<file path="src/rtl/commu_tx_arb_if.sv">
// commu_tx_arb_if
//   Bundles the engine-side and tx-side word signals of the commu tx arbiter.
//   The arbiter connects through the master modport. The push engines and the
//   tx serializer (or a testbench) connect through the slave modport.
//   Signals:
//     req_frm   [N]     per-engine frame request/hold level
//     req_fire  [N]     per-engine 1-cycle word fire
//     req_data  [16*N]  per-engine word, engine i at [16*i+15:16*i]
//     req_done  [N]     per-engine 1-cycle word-complete pulse
//     grant     [N]     one-hot owner of the tx path, 0 = none
//     fire_tx           1-cycle fire to the tx path
//     data_tx   [16]    word to the tx path, 16'h0 when fire_tx is low
//     done_tx           1-cycle word-complete from the tx path
interface commu_tx_arb_if #(
  parameter int N = 2
) ();
  logic [N-1:0]    req_frm;
  logic [N-1:0]    req_fire;
  logic [16*N-1:0] req_data;
  logic [N-1:0]    req_done;
  logic [N-1:0]    grant;
  logic            fire_tx;
  logic [15:0]     data_tx;
  logic            done_tx;

  modport master (
    input  req_frm, req_fire, req_data, done_tx,
    output req_done, grant, fire_tx, data_tx
  );

  modport slave (
    output req_frm, req_fire, req_data, done_tx,
    input  req_done, grant, fire_tx, data_tx
  );
endinterface

</file>
<file path="src/rtl/commu_tx_arb.sv">
// commu_tx_arb
//   Shares the single commu tx word path among N push engines. An engine owns
//   the path for a whole frame, which lasts as long as its req_frm level is
//   held. Frames are granted round-robin. Each word fire is relayed to the tx
//   path, and the word completion is relayed back. A watchdog forces the word
//   to complete if done_tx never arrives.
//   Ports:
//     clk_sys    system clock
//     rst        synchronous reset, active-high
//     bus        commu_tx_arb_if master view (engine and tx word signals)
//     err_tmo    1-cycle pulse: the watchdog expired
//     err_drop   1-cycle pulse: one or more req_fire were ignored
//     dbg_state  current FSM state (S_IDLE=0, S_HOLD=1, S_WAIT=2, S_REL=3)
//
// Handshake: there is no ready signal. req_fire/fire_tx are 1-cycle "valid"
// strobes, accepted only from the owner while no word is outstanding. A fire
// from anyone else is dropped and reported. done_tx/req_done close the single
// outstanding word. All outputs are registered, so they appear one cycle after
// the input that causes them.
module commu_tx_arb #(
  parameter int          N       = 2,
  parameter logic [15:0] TMO_CYC = 16'd4096
) (
  input  logic            clk_sys,
  input  logic            rst,
  commu_tx_arb_if.master  bus,
  output logic            err_tmo,
  output logic            err_drop,
  output logic [1:0]      dbg_state
);

  localparam int PW = (N > 1) ? $clog2(N) : 1;

  typedef enum logic [1:0] {
    S_IDLE = 2'd0,
    S_HOLD = 2'd1,
    S_WAIT = 2'd2,
    S_REL  = 2'd3
  } state_t;

  state_t          state_q, state_d;
  logic [PW-1:0]   ptr_q, ptr_d, own_q, own_d;
  logic [PW-1:0]   pick, own_inc;
  logic [PW:0]     pick_idx, own_sum;
  logic            pick_found;
  logic [15:0]     cnt_q, cnt_d, word;
  logic [N-1:0]    grant_q, grant_d, done_q, done_d;
  logic [N-1:0]    own_oh, pick_oh, accept;
  logic            fire_q, fire_d, tmo_q, tmo_d, drop_q, drop_d;
  logic [15:0]     data_q, data_d;
  logic            any_req, fire_own, frm_own, tmo_hit;

  // Round-robin pick: first requesting engine at or after ptr, wrapping mod N.
  always_comb begin
    pick       = ptr_q;
    pick_found = 1'b0;
    pick_idx   = '0;
    for (int k = 0; k < N; k++) begin
      pick_idx = {1'b0, ptr_q} + (PW+1)'(k);
      if (pick_idx >= (PW+1)'(N)) pick_idx = pick_idx - (PW+1)'(N);
      if (!pick_found && bus.req_frm[pick_idx[PW-1:0]]) begin
        pick       = pick_idx[PW-1:0];
        pick_found = 1'b1;
      end
    end
  end

  // Engine after the current owner, mod N; becomes the next search start.
  always_comb begin
    own_sum = {1'b0, own_q} + (PW+1)'(1);
    own_inc = (own_sum >= (PW+1)'(N)) ? '0 : own_sum[PW-1:0];
  end

  // Word of the current owner.
  always_comb begin
    word = 16'h0;
    for (int i = 0; i < N; i++) begin
      if (own_q == PW'(i)) word = bus.req_data[16*i +: 16];
    end
  end

  assign own_oh   = N'(1) << own_q;
  assign pick_oh  = N'(1) << pick;
  assign any_req  = |bus.req_frm;
  assign fire_own = |(bus.req_fire & own_oh);
  assign frm_own  = |(bus.req_frm & own_oh);
  // The counter is cleared on entry to S_WAIT and increments on every S_WAIT
  // edge. The edge at which it would reach TMO_CYC is therefore the timeout edge.
  assign tmo_hit  = (TMO_CYC != 16'd0) && (cnt_q >= TMO_CYC - 16'd1);
  // Only the owner in S_HOLD may fire. Every other fire is a drop.
  assign accept   = (state_q == S_HOLD) ? own_oh : '0;

  // State register, including the registered outputs.
  always_ff @(posedge clk_sys) begin
    if (rst) begin
      state_q <= S_IDLE;
      ptr_q   <= '0;
      own_q   <= '0;
      cnt_q   <= 16'h0;
      grant_q <= '0;
      done_q  <= '0;
      fire_q  <= 1'b0;
      data_q  <= 16'h0;
      tmo_q   <= 1'b0;
      drop_q  <= 1'b0;
    end else begin
      state_q <= state_d;
      ptr_q   <= ptr_d;
      own_q   <= own_d;
      cnt_q   <= cnt_d;
      grant_q <= grant_d;
      done_q  <= done_d;
      fire_q  <= fire_d;
      data_q  <= data_d;
      tmo_q   <= tmo_d;
      drop_q  <= drop_d;
    end
  end

  // Next state, with the owner, pointer and watchdog bookkeeping.
  always_comb begin
    state_d = state_q;
    own_d   = own_q;
    ptr_d   = ptr_q;
    cnt_d   = cnt_q;
    unique case (state_q)
      S_IDLE: begin
        if (any_req) begin
          state_d = S_HOLD;
          own_d   = pick;
        end
      end
      S_HOLD: begin
        // A fire in the same cycle as a falling req_frm wins. The release is
        // re-evaluated after that word completes.
        if (fire_own) begin
          state_d = S_WAIT;
          cnt_d   = 16'h0;
        end else if (!frm_own) begin
          state_d = S_REL;
        end
      end
      S_WAIT: begin
        cnt_d = (cnt_q == 16'hFFFF) ? cnt_q : cnt_q + 16'd1;
        if (bus.done_tx || tmo_hit) state_d = S_HOLD;
      end
      S_REL: begin
        state_d = S_IDLE;
        ptr_d   = own_inc;
      end
      default: state_d = S_IDLE;
    endcase
  end

  // Output values registered at the next edge.
  always_comb begin
    grant_d = grant_q;
    done_d  = '0;
    fire_d  = 1'b0;
    data_d  = 16'h0;
    tmo_d   = 1'b0;
    drop_d  = |(bus.req_fire & ~accept);
    unique case (state_q)
      S_IDLE: if (any_req) grant_d = pick_oh;
      S_HOLD: begin
        if (fire_own) begin
          fire_d = 1'b1;
          data_d = word;
        end
      end
      S_WAIT: begin
        // done_tx takes priority over a coincident timeout.
        if (bus.done_tx) begin
          done_d = own_oh;
        end else if (tmo_hit) begin
          done_d = own_oh;
          tmo_d  = 1'b1;
        end
      end
      S_REL:   grant_d = '0;
      default: grant_d = '0;
    endcase
  end

  assign bus.grant    = grant_q;
  assign bus.req_done = done_q;
  assign bus.fire_tx  = fire_q;
  assign bus.data_tx  = data_q;
  assign err_tmo      = tmo_q;
  assign err_drop     = drop_q;
  assign dbg_state    = state_q;

endmodule

</file>
<file path="src/flat_wrapper.sv">
// flat-port wrapper written by rule: the top's interface ports become plain ports
module commu_tx_arb_flat 
#(
  parameter int          N       = 2,
  parameter logic [15:0] TMO_CYC = 16'd4096
)
  (clk_sys, rst, err_tmo, err_drop, dbg_state, bus_req_frm, bus_req_fire, bus_req_data, bus_done_tx, bus_req_done, bus_grant, bus_fire_tx, bus_data_tx);
  commu_tx_arb_if #(.N(N)) bus_i ();
  input  logic clk_sys;
  input  logic rst;
  output logic err_tmo;
  output logic err_drop;
  output logic [1:0] dbg_state;
  input wire logic [$bits(bus_i.req_frm)-1:0] bus_req_frm;
  input wire logic [$bits(bus_i.req_fire)-1:0] bus_req_fire;
  input wire logic [$bits(bus_i.req_data)-1:0] bus_req_data;
  input wire logic [$bits(bus_i.done_tx)-1:0] bus_done_tx;
  output wire logic [$bits(bus_i.req_done)-1:0] bus_req_done;
  output wire logic [$bits(bus_i.grant)-1:0] bus_grant;
  output wire logic [$bits(bus_i.fire_tx)-1:0] bus_fire_tx;
  output wire logic [$bits(bus_i.data_tx)-1:0] bus_data_tx;
  assign bus_i.req_frm = bus_req_frm;
  assign bus_i.req_fire = bus_req_fire;
  assign bus_i.req_data = bus_req_data;
  assign bus_i.done_tx = bus_done_tx;
  assign bus_req_done = bus_i.req_done;
  assign bus_grant = bus_i.grant;
  assign bus_fire_tx = bus_i.fire_tx;
  assign bus_data_tx = bus_i.data_tx;
  commu_tx_arb #(.N(N), .TMO_CYC(TMO_CYC)) u_core (.clk_sys(clk_sys), .rst(rst), .bus(bus_i), .err_tmo(err_tmo), .err_drop(err_drop), .dbg_state(dbg_state));
endmodule
</file>
<file path="config.mk">
export PLATFORM = sky130hd
export DESIGN_NAME = commu_tx_arb_flat
export DESIGN_NICKNAME = d
export VERILOG_FILES = /design/src/rtl/commu_tx_arb_if.sv /design/src/rtl/commu_tx_arb.sv /design/src/flat_wrapper.sv
export SDC_FILE = /design/constraint.sdc
export NUM_CORES = 1
export LEC_CHECK = 0
export ABC_AREA = 1
export CORE_MARGIN = 3
export CORE_UTILIZATION = 47
export DETAILED_ROUTE_END_ITERATION = 12
export PLACE_DENSITY = 0.79
export SLEW_MARGIN = 20
export SYNTH_ARGS = -nofsm -noshare
export SYNTH_HDL_FRONTEND = slang
export SYNTH_SLANG_ARGS = --single-unit
export TNS_END_PERCENT = 5
</file>
<file path="constraint.sdc">
create_clock -name clk_sys -period 1.65 [get_ports clk_sys]
set_input_delay 0.33 -clock clk_sys [delete_from_list [all_inputs] [get_ports clk_sys]]
set_output_delay 0.33 -clock clk_sys [all_outputs]
set_load 0.02 [all_outputs]
</file>
==> run_results.csv <==
group,metric,value,unit
status,status,"finished, final reports clean",
timing,finalCritPeriodShare,0.959,
global_route,antenna_found_initial,0,
final_layout,layout.nets,440,
placed_design,hpwl,4.26,mm
setup_path,path_class,"reg2out",
setup_path,worstPathArrival,1250,ps
floorplan,core_area,4440,sq um
logic_synthesis,syn_area_per_cell,6.87,sq um
logic_synthesis,yosysMostFrequentCell,"nand2_1",
timing,drv_slew,0,
logic_synthesis,synthDistinctLibCells,25,
route,drtPass1Iterations,4,
floorplan,initial_core_util,0.496,
logic_synthesis,synth-seq-area-share,0.390,
setup_path,crit_required,1320,ps
timing,fin_ws,67.0,ps
logic_synthesis,async_flop_share,0,
timing,fin_crit,1580,ps
pwr,ir_worst_vdd,875,uV
setup_path,path_depth,1,
floorplan,die_area,5550,sq um
global_route,grt_max_degree,20,
timing,finClkSkew,8.69,ps
logic_synthesis,synth-main-ff-cell,"dfxtp_1",
placed_design,placed_cells,441,
logic_synthesis,synth_top_area_share,0.390,
timing,hold_ws,471,ps
logic_synthesis,ys_warn_count,0,
final_layout,syn2layout_area_growth,39.5,%
final_layout,stdcell_count,449,
flow_run,cap_violations,0,
timing,worstMarginPinSlew,251,ps
final_layout,drive_above_1_share,0.136,
setup_path,r2r_cells,9,
route,drt-total-wl,5.55,mm
setup_path,crit_buf_inv,1,
cts,clkTransAtPathRegs,80,ps
cts,cts_tree,"done",
worst_hold_path,hold_depth,2,
cts,cts-root-buf,"clkbuf_8",
pwr,power_density,1200,nW/um^2
logic_synthesis,post-synth-top-area-cell,"dfxtp_1",
floorplan,fp-row-count,24,
placed_design,dp_slack,-34.1,ps
setup_path,max_stage_delay,610,ps
pwr,p_leak,1.26,nW
logic_synthesis,syn-num-nets,365,
timing,setup-violations-final,0,
timing,fmax,632,MHz
route,drt-vias-per-instance,4.91,
placed_design,port_buffers,63,
timing,finalHoldViolCount,0,
cts,cts_buffer_depth,2,
logic_synthesis,synth_common_cells,"nand2_1, dfxtp_1, inv_1, nor2_1, a21oi_1",
route,wl_per_cell,12.4,microns
cts,hold_buffers,0,
global_route,grt_pass1_vias,1929,
setup_path,critPathMaxFanout,4,
setup_path,crit_path_end_kind,"output port",
logic_synthesis,synth_area,2210,sq um
setup_path,startpoint_type,"flop",
timing,rsz0062_at_grt,"no",
floorplan,die_w,74.5,microns
route,ant_nets,0,
worst_hold_path,hp-start,"u_core.bus.grant[1]",
route,vias,2203,
logic_synthesis,ys_seq_elements,43,
setup_path,r2r_start,"u_core.cnt_q[1]",
setup_path,r2r_slack,110,ps
floorplan,boundaryPins,64,
global_route,grt_overflow_total,0,
placed_design,gp_congestion,0.907,
floorplan,die_y,74.5,microns
global_route,grtUsageTotal,0.201,
cts,clk-insertion-delay-late,300,ps
cts,clock_sinks,43,
setup_path,r2r_end,"u_core.cnt_q[3]",
global_route,grt_pass1_wl,8.78,mm
cts,htree_levels,2,
logic_synthesis,synth-edff-count,0,
setup_path,cp_cell_sequence,"clkdlybuf4s50_1",
route,drc,0,
timing,maxSlewHeadroom,0.831,
logic_synthesis,synth_cells,321,
worst_hold_path,hp-class,"reg2reg",
setup_path,crit_family,"buffers and inverters",
worst_hold_path,min_to,"u_core.bus.grant[1]",
logic_synthesis,synth.area.top_cells,"dfxtp_1, nand2_1, a21oi_1, inv_1, nor2_1",
pwr,p_total,3.71,mW
cts,cts_made_buffers,5,
final_layout,antenna_cells,0,
route,drt_iter0_drc,168,
setup_path,slowest_stage,"clkdlybuf4s50_1",
[logic make-up (layout without fill, tap and decap cells)]
group | after synthesis | count (layout) | share of synthesized area
fa+ha+maj | 5 | 5 | 0.0284
simple gates | 183 | 183 | 0.394
compound gates | 42 | 42 | 0.0981
flops | 43 | 43 | 0.390
buf+inv | 48 | 124 | 0.0896
[layout by cell type (no fill, tap or decap), types with 4 or more instances in the layout]
cell,netlist,final
nor2_4,6,6
dfxtp_1,43,41
a21oi_1,29,29
nand3_2,4,4
nor2_1,37,35
inv_1,37,37
nand3_1,23,23
clkdlybuf4s50_1,0,62
o21ai_0,11,11
buf_4,1,11
clkbuf_8,0,5
nand2_2,4,5
nand2_1,95,94
nor2_2,4,6
[repair_timing]
item                                    4_1_cts  5_1_grt
pin swaps                                     0        1
hold endpoints to repair                      0        0
endpoints found under the setup margin        1       12
buffers inserted                              0        0
resized for setup                             1        7
[through the flow]
stage | util | setup TNS, ps | instance area, sq um
4_1_cts | 0.689 | 0 | 3060
2_1_floorplan | - | 0 | 2210
5_1_grt | 0.693 | 0 | 3080
3_3_place_gp | 0.670 | -3.71 | 2980
3_5_place_dp | 0.670 | -79.8 | 2980
6_report | 0.693 | 0 | 3080
[worst max path at each step]
| stage | start | slack (ps) | end |
|---|---|---|---|
| final | u_core.dbg_state[1] | 70 | dbg_state[1] |
| after global routing | u_core.dbg_state[0] | 20 | u_core.cnt_q[2] |
| after CTS | u_core.cnt_q[1] | 40 | u_core.cnt_q[3] |
| after detailed placement | bus_req_fire[1] | -30 | u_core.cnt_q[9] |
| after global placement | bus_req_fire[1] | -4 | u_core.cnt_q[9] |
| after floorplan | u_core.dbg_state[0] | 90 | u_core.cnt_q[14] |
[routing by layer]
metal	wire (microns)	global-route usage	up-vias
met3	222	0.0270	7
met5	0	0	-
met2	2820	0.339	55
met4	68	0.0553	0
li1	-	-	1147
met1	2440	0.271	994
[power by group]
part	switching, mW	total (mW)	internal (mW)
combinational	1.06	1.82	0.757
sequential	0.0716	1.23	1.15
clock	0.368	0.664	0.296
total	1.50	3.71	2.21
[state kept, by name, summed over array words and instances, names as in the netlist]
register	count
u_core.bus.data_tx	16
u_core.bus.req_done	2
u_core.bus.grant	2
u_core.err_drop	1
u_core.own_q	1
u_core.err_tmo	1
u_core.cnt_q	16
u_core.ptr_q	1
u_core.dbg_state	2
u_core.bus.fire_tx	1
[final cells by class]
type / instances / area [sq um]
Fill cell: 377 / 1370
Multi-Input combinational cell: 230 / 1160
Sequential cell: 43 / 863
Timing Repair Buffer: 76 / 752
Inverter: 40 / 150
Clock buffer: 6 / 72.6
Tap cell: 52 / 65.1
Clock inverter: 2 / 12.5
No activity file was read; power rests on OpenSTA's default activity.
